`src/rtl/par16_bus_target.sv`:
```
// -----------------------------------------------------------------------------
// par16_bus_target
//   Responder end of a 16-bit multiplexed parallel bus driven by an external
//   initiator. The pad side is a registered tristate buffer: io_read is the
//   registered pin sample, io_write/io_write_enable drive the pad. Bus phases
//   (address latch, write strobe, read strobe) are decoded into a single-cycle
//   internal memory request port; read data is driven back onto the bus with
//   a setup cycle before enable and a turnaround gap after release.
//
// Ports
//   clock            system clock
//   reset            asynchronous, active-high reset
//   bus_ale          address latch enable (asynchronous, active high)
//   bus_wr_n         write strobe (asynchronous, active low)
//   bus_rd_n         read strobe (asynchronous, active low)
//   io_read [15:0]   registered pin data from the pad buffer
//   io_write [15:0]  data to the pad (pad registers it one cycle)
//   io_write_enable  pad output enable
//   mem_addr [15:0]  request address
//   mem_wdata [15:0] write data
//   mem_wen          one-cycle write pulse
//   mem_ren          one-cycle read pulse
//   mem_rdata [15:0] read data, valid with mem_rvalid
//   mem_rvalid       read response strobe
//   proto_err        one-cycle pulse on a bus protocol violation
// -----------------------------------------------------------------------------
module par16_bus_target #(
    parameter int SYNC_STAGES  = 2,
    parameter int TURN_CYCLES  = 1,
    parameter int ADDR_AUTOINC = 1
) (
    input  logic        clock,
    input  logic        reset,
    input  logic        bus_ale,
    input  logic        bus_wr_n,
    input  logic        bus_rd_n,
    input  logic [15:0] io_read,
    output logic [15:0] io_write,
    output logic        io_write_enable,
    output logic [15:0] mem_addr,
    output logic [15:0] mem_wdata,
    output logic        mem_wen,
    output logic        mem_ren,
    input  logic [15:0] mem_rdata,
    input  logic        mem_rvalid,
    output logic        proto_err
);

    typedef enum logic [2:0] {
        ST_IDLE     = 3'd0,
        ST_ADDRD    = 3'd1,
        ST_WR_HOLD  = 3'd2,
        ST_RD_WAIT  = 3'd3,
        ST_RD_SETUP = 3'd4,
        ST_RD_DRIVE = 3'd5,
        ST_TURN     = 3'd6
    } state_t;

    localparam logic [7:0] TURN_LAST = 8'(TURN_CYCLES - 1);

    // Synchronizer chains; bit 0 is the first flop after the pin.
    logic [SYNC_STAGES-1:0] ale_sync_r;
    logic [SYNC_STAGES-1:0] wr_sync_r;
    logic [SYNC_STAGES-1:0] rd_sync_r;

    // Previous synchronized level and registered edge events.
    logic ale_prev_r, wr_prev_r, rd_prev_r;
    logic ale_rise_r, wr_fall_r, wr_rise_r, rd_fall_r, rd_rise_r;

    state_t      state_r, state_s;
    logic [7:0]  turn_cnt_r, turn_cnt_s;
    logic        discard_r, discard_s;

    logic [15:0] addr_s, wdata_s, iow_s, addr_next_s;
    logic        wen_s, ren_s, iowe_s, err_s, any_edge_s;

    assign addr_next_s = (ADDR_AUTOINC != 32'sd0) ? (mem_addr + 16'd1) : mem_addr;
    assign any_edge_s  = ale_rise_r | wr_fall_r | wr_rise_r | rd_fall_r | rd_rise_r;

    // Strobe synchronizers, reset to the bus idle levels.
    always_ff @(posedge clock or posedge reset) begin
        if (reset) begin
            ale_sync_r <= '0;
            wr_sync_r  <= '1;
            rd_sync_r  <= '1;
        end else begin
            ale_sync_r <= {ale_sync_r[SYNC_STAGES-2:0], bus_ale};
            wr_sync_r  <= {wr_sync_r[SYNC_STAGES-2:0], bus_wr_n};
            rd_sync_r  <= {rd_sync_r[SYNC_STAGES-2:0], bus_rd_n};
        end
    end

    // Edge detection; events are registered so the FSM sees them one clock
    // after the synchronized level changes.
    always_ff @(posedge clock or posedge reset) begin
        if (reset) begin
            ale_prev_r <= 1'b0;
            wr_prev_r  <= 1'b1;
            rd_prev_r  <= 1'b1;
            ale_rise_r <= 1'b0;
            wr_fall_r  <= 1'b0;
            wr_rise_r  <= 1'b0;
            rd_fall_r  <= 1'b0;
            rd_rise_r  <= 1'b0;
        end else begin
            ale_prev_r <= ale_sync_r[SYNC_STAGES-1];
            wr_prev_r  <= wr_sync_r[SYNC_STAGES-1];
            rd_prev_r  <= rd_sync_r[SYNC_STAGES-1];
            ale_rise_r <= ale_sync_r[SYNC_STAGES-1] & ~ale_prev_r;
            wr_fall_r  <= ~wr_sync_r[SYNC_STAGES-1] & wr_prev_r;
            wr_rise_r  <= wr_sync_r[SYNC_STAGES-1] & ~wr_prev_r;
            rd_fall_r  <= ~rd_sync_r[SYNC_STAGES-1] & rd_prev_r;
            rd_rise_r  <= rd_sync_r[SYNC_STAGES-1] & ~rd_prev_r;
        end
    end

    // Next-state and next-output decode for the bus phase FSM.
    always_comb begin
        state_s    = state_r;
        turn_cnt_s = turn_cnt_r;
        addr_s     = mem_addr;
        wdata_s    = mem_wdata;
        iow_s      = io_write;
        iowe_s     = io_write_enable;
        wen_s      = 1'b0;
        ren_s      = 1'b0;
        err_s      = 1'b0;
        // A pending discard is consumed by the stale response whenever it shows up.
        discard_s  = discard_r & ~mem_rvalid;

        case (state_r)
            ST_IDLE: begin
                if (ale_rise_r) begin
                    addr_s  = io_read;
                    state_s = ST_ADDRD;
                end else begin
                    state_s = ST_IDLE;
                end
                // No address yet: any data strobe is a violation.
                if (wr_fall_r || rd_fall_r) begin
                    err_s = 1'b1;
                end else begin
                    err_s = 1'b0;
                end
            end

            ST_ADDRD: begin
                if (wr_fall_r && rd_fall_r) begin
                    err_s = 1'b1;
                end else if (ale_rise_r) begin
                    addr_s = io_read;
                    err_s  = wr_fall_r | rd_fall_r;
                end else if (wr_fall_r) begin
                    wdata_s = io_read;
                    wen_s   = 1'b1;
                    state_s = ST_WR_HOLD;
                end else if (rd_fall_r) begin
                    ren_s   = 1'b1;
                    state_s = ST_RD_WAIT;
                end else begin
                    state_s = ST_ADDRD;
                end
            end

            ST_WR_HOLD: begin
                if (wr_rise_r) begin
                    addr_s  = addr_next_s;
                    state_s = ST_ADDRD;
                end else begin
                    err_s = ale_rise_r | rd_fall_r;
                end
            end

            ST_RD_WAIT: begin
                if (rd_rise_r) begin
                    // Abort: a response that has not arrived yet must be dropped.
                    err_s     = 1'b1;
                    discard_s = ~mem_rvalid;
                    state_s   = ST_ADDRD;
                end else begin
                    err_s = ale_rise_r | wr_fall_r;
                    if (mem_rvalid && !discard_r) begin
                        iow_s   = mem_rdata;
                        state_s = ST_RD_SETUP;
                    end else begin
                        state_s = ST_RD_WAIT;
                    end
                end
            end

            ST_RD_SETUP: begin
                // io_write was loaded last cycle, so the pad register holds
                // valid data before the pin is enabled.
                if (rd_rise_r) begin
                    err_s   = 1'b1;
                    state_s = ST_ADDRD;
                end else begin
                    err_s   = ale_rise_r | wr_fall_r;
                    iowe_s  = 1'b1;
                    state_s = ST_RD_DRIVE;
                end
            end

            ST_RD_DRIVE: begin
                if (rd_rise_r) begin
                    iowe_s     = 1'b0;
                    addr_s     = addr_next_s;
                    turn_cnt_s = 8'd0;
                    state_s    = ST_TURN;
                end else begin
                    err_s = ale_rise_r | wr_fall_r;
                end
            end

            ST_TURN: begin
                err_s = any_edge_s;
                if (turn_cnt_r == TURN_LAST) begin
                    state_s = ST_ADDRD;
                end else begin
                    turn_cnt_s = turn_cnt_r + 8'd1;
                end
            end

            default: begin
                state_s = ST_IDLE;
                iowe_s  = 1'b0;
            end
        endcase
    end

    // State and registered outputs.
    always_ff @(posedge clock or posedge reset) begin
        if (reset) begin
            state_r         <= ST_IDLE;
            turn_cnt_r      <= 8'd0;
            discard_r       <= 1'b0;
            mem_addr        <= 16'd0;
            mem_wdata       <= 16'd0;
            mem_wen         <= 1'b0;
            mem_ren         <= 1'b0;
            io_write        <= 16'd0;
            io_write_enable <= 1'b0;
            proto_err       <= 1'b0;
        end else begin
            state_r         <= state_s;
            turn_cnt_r      <= turn_cnt_s;
            discard_r       <= discard_s;
            mem_addr        <= addr_s;
            mem_wdata       <= wdata_s;
            mem_wen         <= wen_s;
            mem_ren         <= ren_s;
            io_write        <= iow_s;
            io_write_enable <= iowe_s;
            proto_err       <= err_s;
        end
    end

endmodule
```
`config.mk`:
```
export PLATFORM = sky130hd
export DESIGN_NAME = par16_bus_target
export DESIGN_NICKNAME = d
export VERILOG_FILES = /design/src/rtl/par16_bus_target.sv
export SDC_FILE = /design/constraint.sdc
export NUM_CORES = 1
export LEC_CHECK = 0
export BUFFER_PORTS_ARGS = -buffer_cell sky130_fd_sc_hd__buf_2
export CAP_MARGIN = 20
export CORE_UTILIZATION = 53
export DETAILED_ROUTE_END_ITERATION = 8
export GPL_TIMING_DRIVEN = 1
export PLACE_DENSITY = 0.8
export SLEW_MARGIN = 20
export SYNTH_ARGS = -nofsm -noshare
export SYNTH_HDL_FRONTEND = slang
export SYNTH_SLANG_ARGS = --single-unit
```
`constraint.sdc`:
```
create_clock -name clock -period 3 [get_ports clock]
set_input_delay 0.15 -clock clock [delete_from_list [all_inputs] [get_ports clock]]
set_output_delay 0.15 -clock clock [all_outputs]
set_load 0.05 [all_outputs]
```
==> qor.yml, run 1 <==
hold_path:
  min_to: "io_write[14]"
  worstHoldStart: "mem_rdata[14]"
  hold_depth: 2
  holdCritPathClass: "input port to flip-flop"
worst_setup_path:
  critPathKind: "flip-flop to flip-flop"
  crit_slowest_cell: "dfrtp_1"
  crit_fanout: 21
  timing.rr.start: "state_r[1]"
  reg2regPathDepth: 5
  crit_buf_inv: 0
  crit_chain: "nand2b_1, o21a_1, or4_1, o21ai_0, a21oi_1"
  cp.required_ns: 3.18
  crit_family: "simple AND/OR/NAND/NOR gates"
  start_kind: "flip-flop"
  reg2reg_to: "mem_addr[5]"
  worstSetupEndpointType: "flip-flop"
  cpPeakStageDelay_ns: 0.69
  crit_arrival_ns: 2.45
  r2r_slack_ns: 0.73
global_routing:
  antenna_found_initial: 0
  track_usage_pct: 22.4
  grt_pass1_wl_microns: 12600
  grt_max_degree: 43
  grt_pass1_vias: 2723
  grt_overflow: 0
timing:
  setup_tns_ns: 0
  fin_crit_ns: 2.27
  setup_viol: 0
  finalCritPeriodShare_pct: 75.7
  fmax_ghz: 0.441
  relSlewSlack_pct: 49.6
  tightest_slew_ns: 0.756
  final_max_slew_viol_count: 0
  whs_ns: 0.0380
  rsz0062_at_grt: "no"
  finClkSkew_ns: 0.0128
  hold_violations: 0
logic_synthesis:
  synth_cells: 319
  ys_async_sr_fraction_pct: 100
  ys_warn_count: 0
  syn_nets: 360
  seq_area_frac_synth_pct: 55.3
  ys_types: 49
  ys.flop_type: "dfrtp_1"
  synthesis.area_sq_um: 3540
  synth_edf_count: 0
  yosys_register_bits: 78
  avgSynthCellArea_sq_um: 11.1
layout:
  fin_nets: 452
  layout-drive-gt1-share_pct: 37.3
  antenna_cells: 0
  layout_commonest_cell: "buf_2"
  final_cell_mix: "89 x buf_2, 72 x dfrtp_1, 32 x mux2_2"
  fill_cells: 493
  syn2layout_area_growth_pct: 21.4
  fin_util_pct: 67.4
pwr:
  internal-power_w: 0.00270
  total_power_w: 0.00536
  seq_power_share_pct: 33.0
  p_comb_share_pct: 51.9
  switching_power_w: 0.00265
  p_leak_nw: 2.00
  powerDensity_nw_per_um2: 1250
  switching_share_pct: 49.5
  ir_drop_v: 0.000995
  p_clk_share_pct: 15.1
placed_design:
  dpl.hpwl_microns: 5080
  routabilityCongestion: 0.906
  port_buffers: 89
routing:
  avgRoutedWirePerCell_microns: 14.9
  drt-initial-drc-count: 184
  final_antenna_net_count: 0
  drc_errors: 0
  wl_microns: 7350
  drtPass1Iterations: 5
  vias_per_cell: 5.69
  dr_total_vias: 2806
floorplanning:
  fp.dieW_microns: 83.8
  core_sq_um: 6390
  pin_count: 90
  initial_core_util_pct: 55.5
  die_h_microns: 83.8
  row_count: 29
  dieArea_sq_um: 7020
cts:
  clkTransAtPathRegs_ns: 0.08
  numCtsBuffers: 9
  cts_resized: 0
  insertion_delay_ns: 0.35
  cts_tree: "built"
  cts.sinks: 78
  clk_path_buf_depth: 2
  cts_root_buf: "clkbuf_8"
  htree_levels: 3
outcome:
  status: "completed"
job:
  max-cap-violations: 0
cells by family after synthesis:
group | count (synthesis) | synth area share [%]
mux | 36 | 11.3
compound gates | 84 | 14.9
buf+inv | 26 | 3.42
fa+ha+maj | 3 | 1.06
xor+xnor | 3 | 0.742
simple gates | 89 | 13.2
flops | 78 | 55.3
metrics by stage:
step	worst slack [ns]	instance area, sq um	std cells
CTS	0.774	4300	493
floorplan	0.865	3540	319
global route	0.633	4300	493
detailed placement	0.859	4040	472
finish	0.730	4300	493
global placement	0.923	4040	472
metal layers:
| metal | vias to the layer above | routed length (microns) | track usage [%] |
|---|---|---|---|
| met5 | - | 0 | 0 |
| met3 | 13 | 415 | 3.96 |
| li1 | 1337 | - | - |
| met2 | 106 | 3590 | 36.3 |
| met1 | 1350 | 3230 | 30.2 |
| met4 | 0 | 112 | 8.94 |
Yosys cell counts (7+ instances only):
| library cell | instances | area (sq um) |
|---|---|---|
| dfrtp_1 | 72 | 1800 |
| mux2_2 | 32 | 360 |
| a21oi_1 | 22 | 110 |
| o21ai_0 | 22 | 110 |
| nand2_1 | 19 | 71.3 |
| nor2_1 | 19 | 71.3 |
| buf_2 | 11 | 55.1 |
| nand3_1 | 11 | 55.1 |
| inv_1 | 9 | 33.8 |
| nor2b_1 | 9 | 56.3 |
| o22ai_1 | 7 | 43.8 |
final cells by class:
cell class                 count  area, sq um  share of cell area [%]
sequential                    78         1960                    45.5
timing repair buffer          98          538                    12.5
clock buffer                  13          169                    3.93
multi-input combinational    215         1460                    34.0
tap                           77         96.3                    2.24
inverter                       9         33.8                   0.785
clock inverter                 3         42.5                   0.989
power by group through the flow:
stage,logic (W),clock network [W],registers [W]
2_1_floorplan,0.00108,0,0.00288
3_3_place_gp,0.00272,0,0.00177
3_5_place_dp,0.00277,0,0.00178
4_1_cts,0.00279,0.000834,0.00176
5_1_grt,0.00293,0.000876,0.00183
6_report,0.00278,0.000811,0.00177
flip-flops by register name, summed over array words and instances (netlist names):
signal / cells
io_write: 16
mem_addr: 16
mem_wdata: 16
turn_cnt_r: 8
state_r: 3
ale_sync_r: 2
rd_sync_r: 2
wr_sync_r: 2
ale_prev_r: 1
ale_rise_r: 1
discard_r: 1
io_write_enable: 1
mem_ren: 1
mem_wen: 1
proto_err: 1
rd_fall_r: 1
rd_prev_r: 1
rd_rise_r: 1
wr_fall_r: 1
wr_prev_r: 1
wr_rise_r: 1
worst max-delay path by stage:
stage	endpoint	startpoint	slack, ns	depth (start not counted)
3_3_place_gp	mem_addr[5]	state_r[1]	0.92	5
3_5_place_dp	mem_addr[5]	state_r[1]	0.86	5
5_1_grt	mem_addr[5]	state_r[1]	0.63	5
4_1_cts	mem_addr[5]	state_r[1]	0.77	5
6_report	mem_addr[5]	state_r[1]	0.73	5
2_1_floorplan	ale_prev_r	reset	0.86	1
what timing repair did:
item / CTS / global route
setup buffers: 0 / 0
hold buffers: 5 / 0
hold endpoints to repair: 34 / 0
No activity file was read; power rests on OpenSTA's default activity.
==> run 2: changes to the inputs <==
--- a/config.mk
+++ b/config.mk
@@ -5,12 +5,13 @@
 export SDC_FILE = /design/constraint.sdc
 export NUM_CORES = 1
 export LEC_CHECK = 0
+export ABC_AREA = 1
 export BUFFER_PORTS_ARGS = -buffer_cell sky130_fd_sc_hd__buf_2
 export CAP_MARGIN = 20
-export CORE_UTILIZATION = 53
+export CORE_UTILIZATION = 49
 export DETAILED_ROUTE_END_ITERATION = 8
 export GPL_TIMING_DRIVEN = 1
-export PLACE_DENSITY = 0.8
+export PLACE_DENSITY = 0.76
 export SLEW_MARGIN = 20
 export SYNTH_ARGS = -nofsm -noshare
 export SYNTH_HDL_FRONTEND = slang
==> constraint.sdc (replaced) <==
create_clock -name clock -period 1.9 [get_ports clock]
set_input_delay 0.095 -clock clock [delete_from_list [all_inputs] [get_ports clock]]
set_output_delay 0.095 -clock clock [all_outputs]
set_load 0.05 [all_outputs]
==> run 2 against run 1 <==
  * Flip-flop and latch count is the same
  * Register-to-register slack worse by 0.56 ns
  * Synthesized cell count rose by 59%
  * First-iteration DRC count rose by 55%
  * Sequential power rose by 55%
  * Clock skew down 0.0016 ns
  * Via count increased by 32%
  * Area after synthesis up 14%
  * Die area up 23%
  * Largest cell class unchanged
==> qor.yml, run 2 <==
cts:
  cts_root_buf: "clkbuf_8"
  clkTransAtPathRegs_ns: 0.09
  clk_path_buf_depth: 2
  post-cts-setup-buffers: 0
  cts_tree: "built"
  numCtsBuffers: 9
  htree_levels: 3
  cts.sinks: 78
  insertion_delay_ns: 0.36
logic_synthesis:
  ys_async_sr_fraction_pct: 100
  synth_cells: 507
  ys_warn_count: 0
  ys_types: 35
  synth_area_leader_cell: "dfrtp_1"
  synth.most_common_cell: "nand2_1"
  syn_nets: 548
  synth_edf_count: 0
  avgSynthCellArea_sq_um: 7.96
  synth_top_area_share_pct: 44.7
  netlist_top_cells_area: "dfrtp_1 45%, nand2_1 19%, inv_1 4.7%, nand3_1 4.5%, dfstp_2 3.9%"
  synthesis.area_sq_um: 4040
  seq_area_frac_synth_pct: 48.6
  yosys_register_bits: 78
  yosys-top-cells-count: "200 x nand2_1, 72 x dfrtp_1, 51 x inv_1"
  ys.flop_type: "dfrtp_1"
layout:
  fin_util_pct: 64.7
  final_cell_mix: "200 x nand2_1, 89 x buf_2, 72 x dfrtp_1"
  layout-drive-gt1-share_pct: 25.1
  top_regs: "io_write: 16 flops, mem_addr: 16 flops, mem_wdata: 16 flops"
  fill_cells: 647
  fin_nets: 673
  fin_cells: 739
  antenna_cells: 0
  layout_commonest_cell: "nand2_1"
  syn2layout_area_growth_pct: 25.8
worst_setup_path:
  reg2regPathDepth: 6
  cpPeakStageDelay_ns: 0.76
  cp.required_ns: 2.14
  crit_end: "mem_addr[3]"
  startpoint: "state_r[2]"
  worstSetupEndpointType: "flip-flop"
  start_kind: "flip-flop"
  timing.rr.start: "state_r[2]"
  cp_common_cell: "o21ai_1"
  crit_cells: 6
  crit_buf_inv: 2
  crit_family: "flip-flops"
  r2r_slack_ns: 0.17
  crit_chain: "nand3_4, nand2_2, buf_12, inv_2, o21ai_1, o21ai_1"
  crit_slowest_cell: "dfrtp_1"
  crit_arrival_ns: 1.97
  critPathKind: "flip-flop to flip-flop"
  crit_fanout: 29
  reg2reg_to: "mem_addr[3]"
placed_design:
  port_buffers: 89
  pre_cts_slack_ns: 0.211
  routabilityCongestion: 0.966
  dpl.hpwl_microns: 6880
  post-place-cells: 694
timing:
  finalCritPeriodShare_pct: 91.0
  rsz0062_at_grt: "no"
  setup_slack_ns: 0.172
  hold_violations: 0
  fmax_ghz: 0.579
  relSlewSlack_pct: 57.9
  setup_viol: 0
  final_max_slew_viol_count: 0
  tightest_slew_ns: 0.631
  finClkSkew_ns: 0.0112
  setup_tns_ns: 0
  fin_crit_ns: 1.73
routing:
  drc_errors: 0
  wl_microns: 9840
  vias_per_cell: 5.01
  drtPass1Iterations: 4
  avgRoutedWirePerCell_microns: 13.3
  drt-initial-drc-count: 285
  final_antenna_net_count: 0
  dr_total_vias: 3701
global_routing:
  track_usage_pct: 24.9
  grt_pass1_vias: 3616
  grt_pass1_wl_microns: 16700
  grt_max_degree: 54
  antenna_found_initial: 0
  grt_overflow: 0
floorplanning:
  dieArea_sq_um: 8600
  fp.dieW_microns: 92.7
  initial_core_util_pct: 51.4
  core_sq_um: 7850
  die_h_microns: 92.7
  row_count: 32
  pin_count: 90
pwr:
  p_leak_nw: 2.70
  powerDensity_nw_per_um2: 1690
  ir_drop_v: 0.000787
hold_path:
  holdCritPathClass: "input port to flip-flop"
job:
  max-cap-violations: 0
outcome:
  status: "completed"
-- run 2: cells by family after synthesis --
group	Yosys count	share of synthesized area, %
XOR/XNOR	1	0.217
AND/OR/NAND/NOR	313	35.8
AO/OA/AOI/OAI	42	5.77
buffers and inverters	70	8.68
flip-flops	78	48.6
adder cells (fa/ha/maj)	3	0.930
-- run 2: per-stage QoR --
step	power, W	area, sq um	hold slack (ns)
finish	0.00858	5070	0.0220
global route	0.00912	5070	0.0177
CTS	0.00858	5070	0.0106
detailed placement	0.00726	4580	0.177
global placement	0.00717	4580	0.175
floorplan	0.00625	4040	0.0995
-- run 2: per-layer routing --
layer	GRT usage [%]	vias to the layer above	share of wire [%]
li1	-	1826	-
met1	32.4	1723	43
met5	0	-	0
met4	10.3	0	2.1
met3	5.50	20	5.8
met2	40.2	132	49
-- run 2: layout make-up --
class / count / area (sq um) / area share, %
Timing Repair Buffer: 126 / 833 / 16.4
Clock buffer: 10 / 128 / 2.51
Tap cell: 102 / 128 / 2.51
Multi-Input combinational cell: 359 / 1730 / 34.0
Sequential cell: 78 / 1960 / 38.6
Inverter: 58 / 229 / 4.51
Clock inverter: 6 / 70.1 / 1.38
-- run 2: what timing repair did --
item | 4_1_cts | 5_1_grt
endpoints found under the setup margin | 0 | 1
resized for setup | 0 | 1
endpoints found under the hold margin | 47 | 0
hold buffers | 29 | 0
-- run 2: worst register-to-register path: cells and delay by family, from the launching register on --
kind,cells,cell delay (ns)
AO/OA/AOI/OAI,2,0.28
flip-flops,1,0.76
AND/OR/NAND/NOR,2,0.32
buffers and inverters,2,0.25
-- run 2: worst min-delay path by stage --
stage           startpoint             to  slack, ns  cells past startpoint
2_1_floorplan     bus_rd_n   rd_sync_r[0]        0.1                      0
3_3_place_gp         reset   io_write[11]       0.17                      2
3_5_place_dp         reset   io_write[11]       0.18                      2
4_1_cts        io_read[10]  mem_wdata[10]       0.01                      3
5_1_grt         io_read[6]   mem_wdata[6]       0.02                      3
6_report       io_read[10]  mem_wdata[10]       0.02                      3
-- run 2: report_power, final --
part	total (W)	switching, W	internal [W]
Sequential	0.00274	0.000524	0.00222
Clock	0.00127	0.000655	0.000617
Combinational	0.00456	0.00335	0.00121
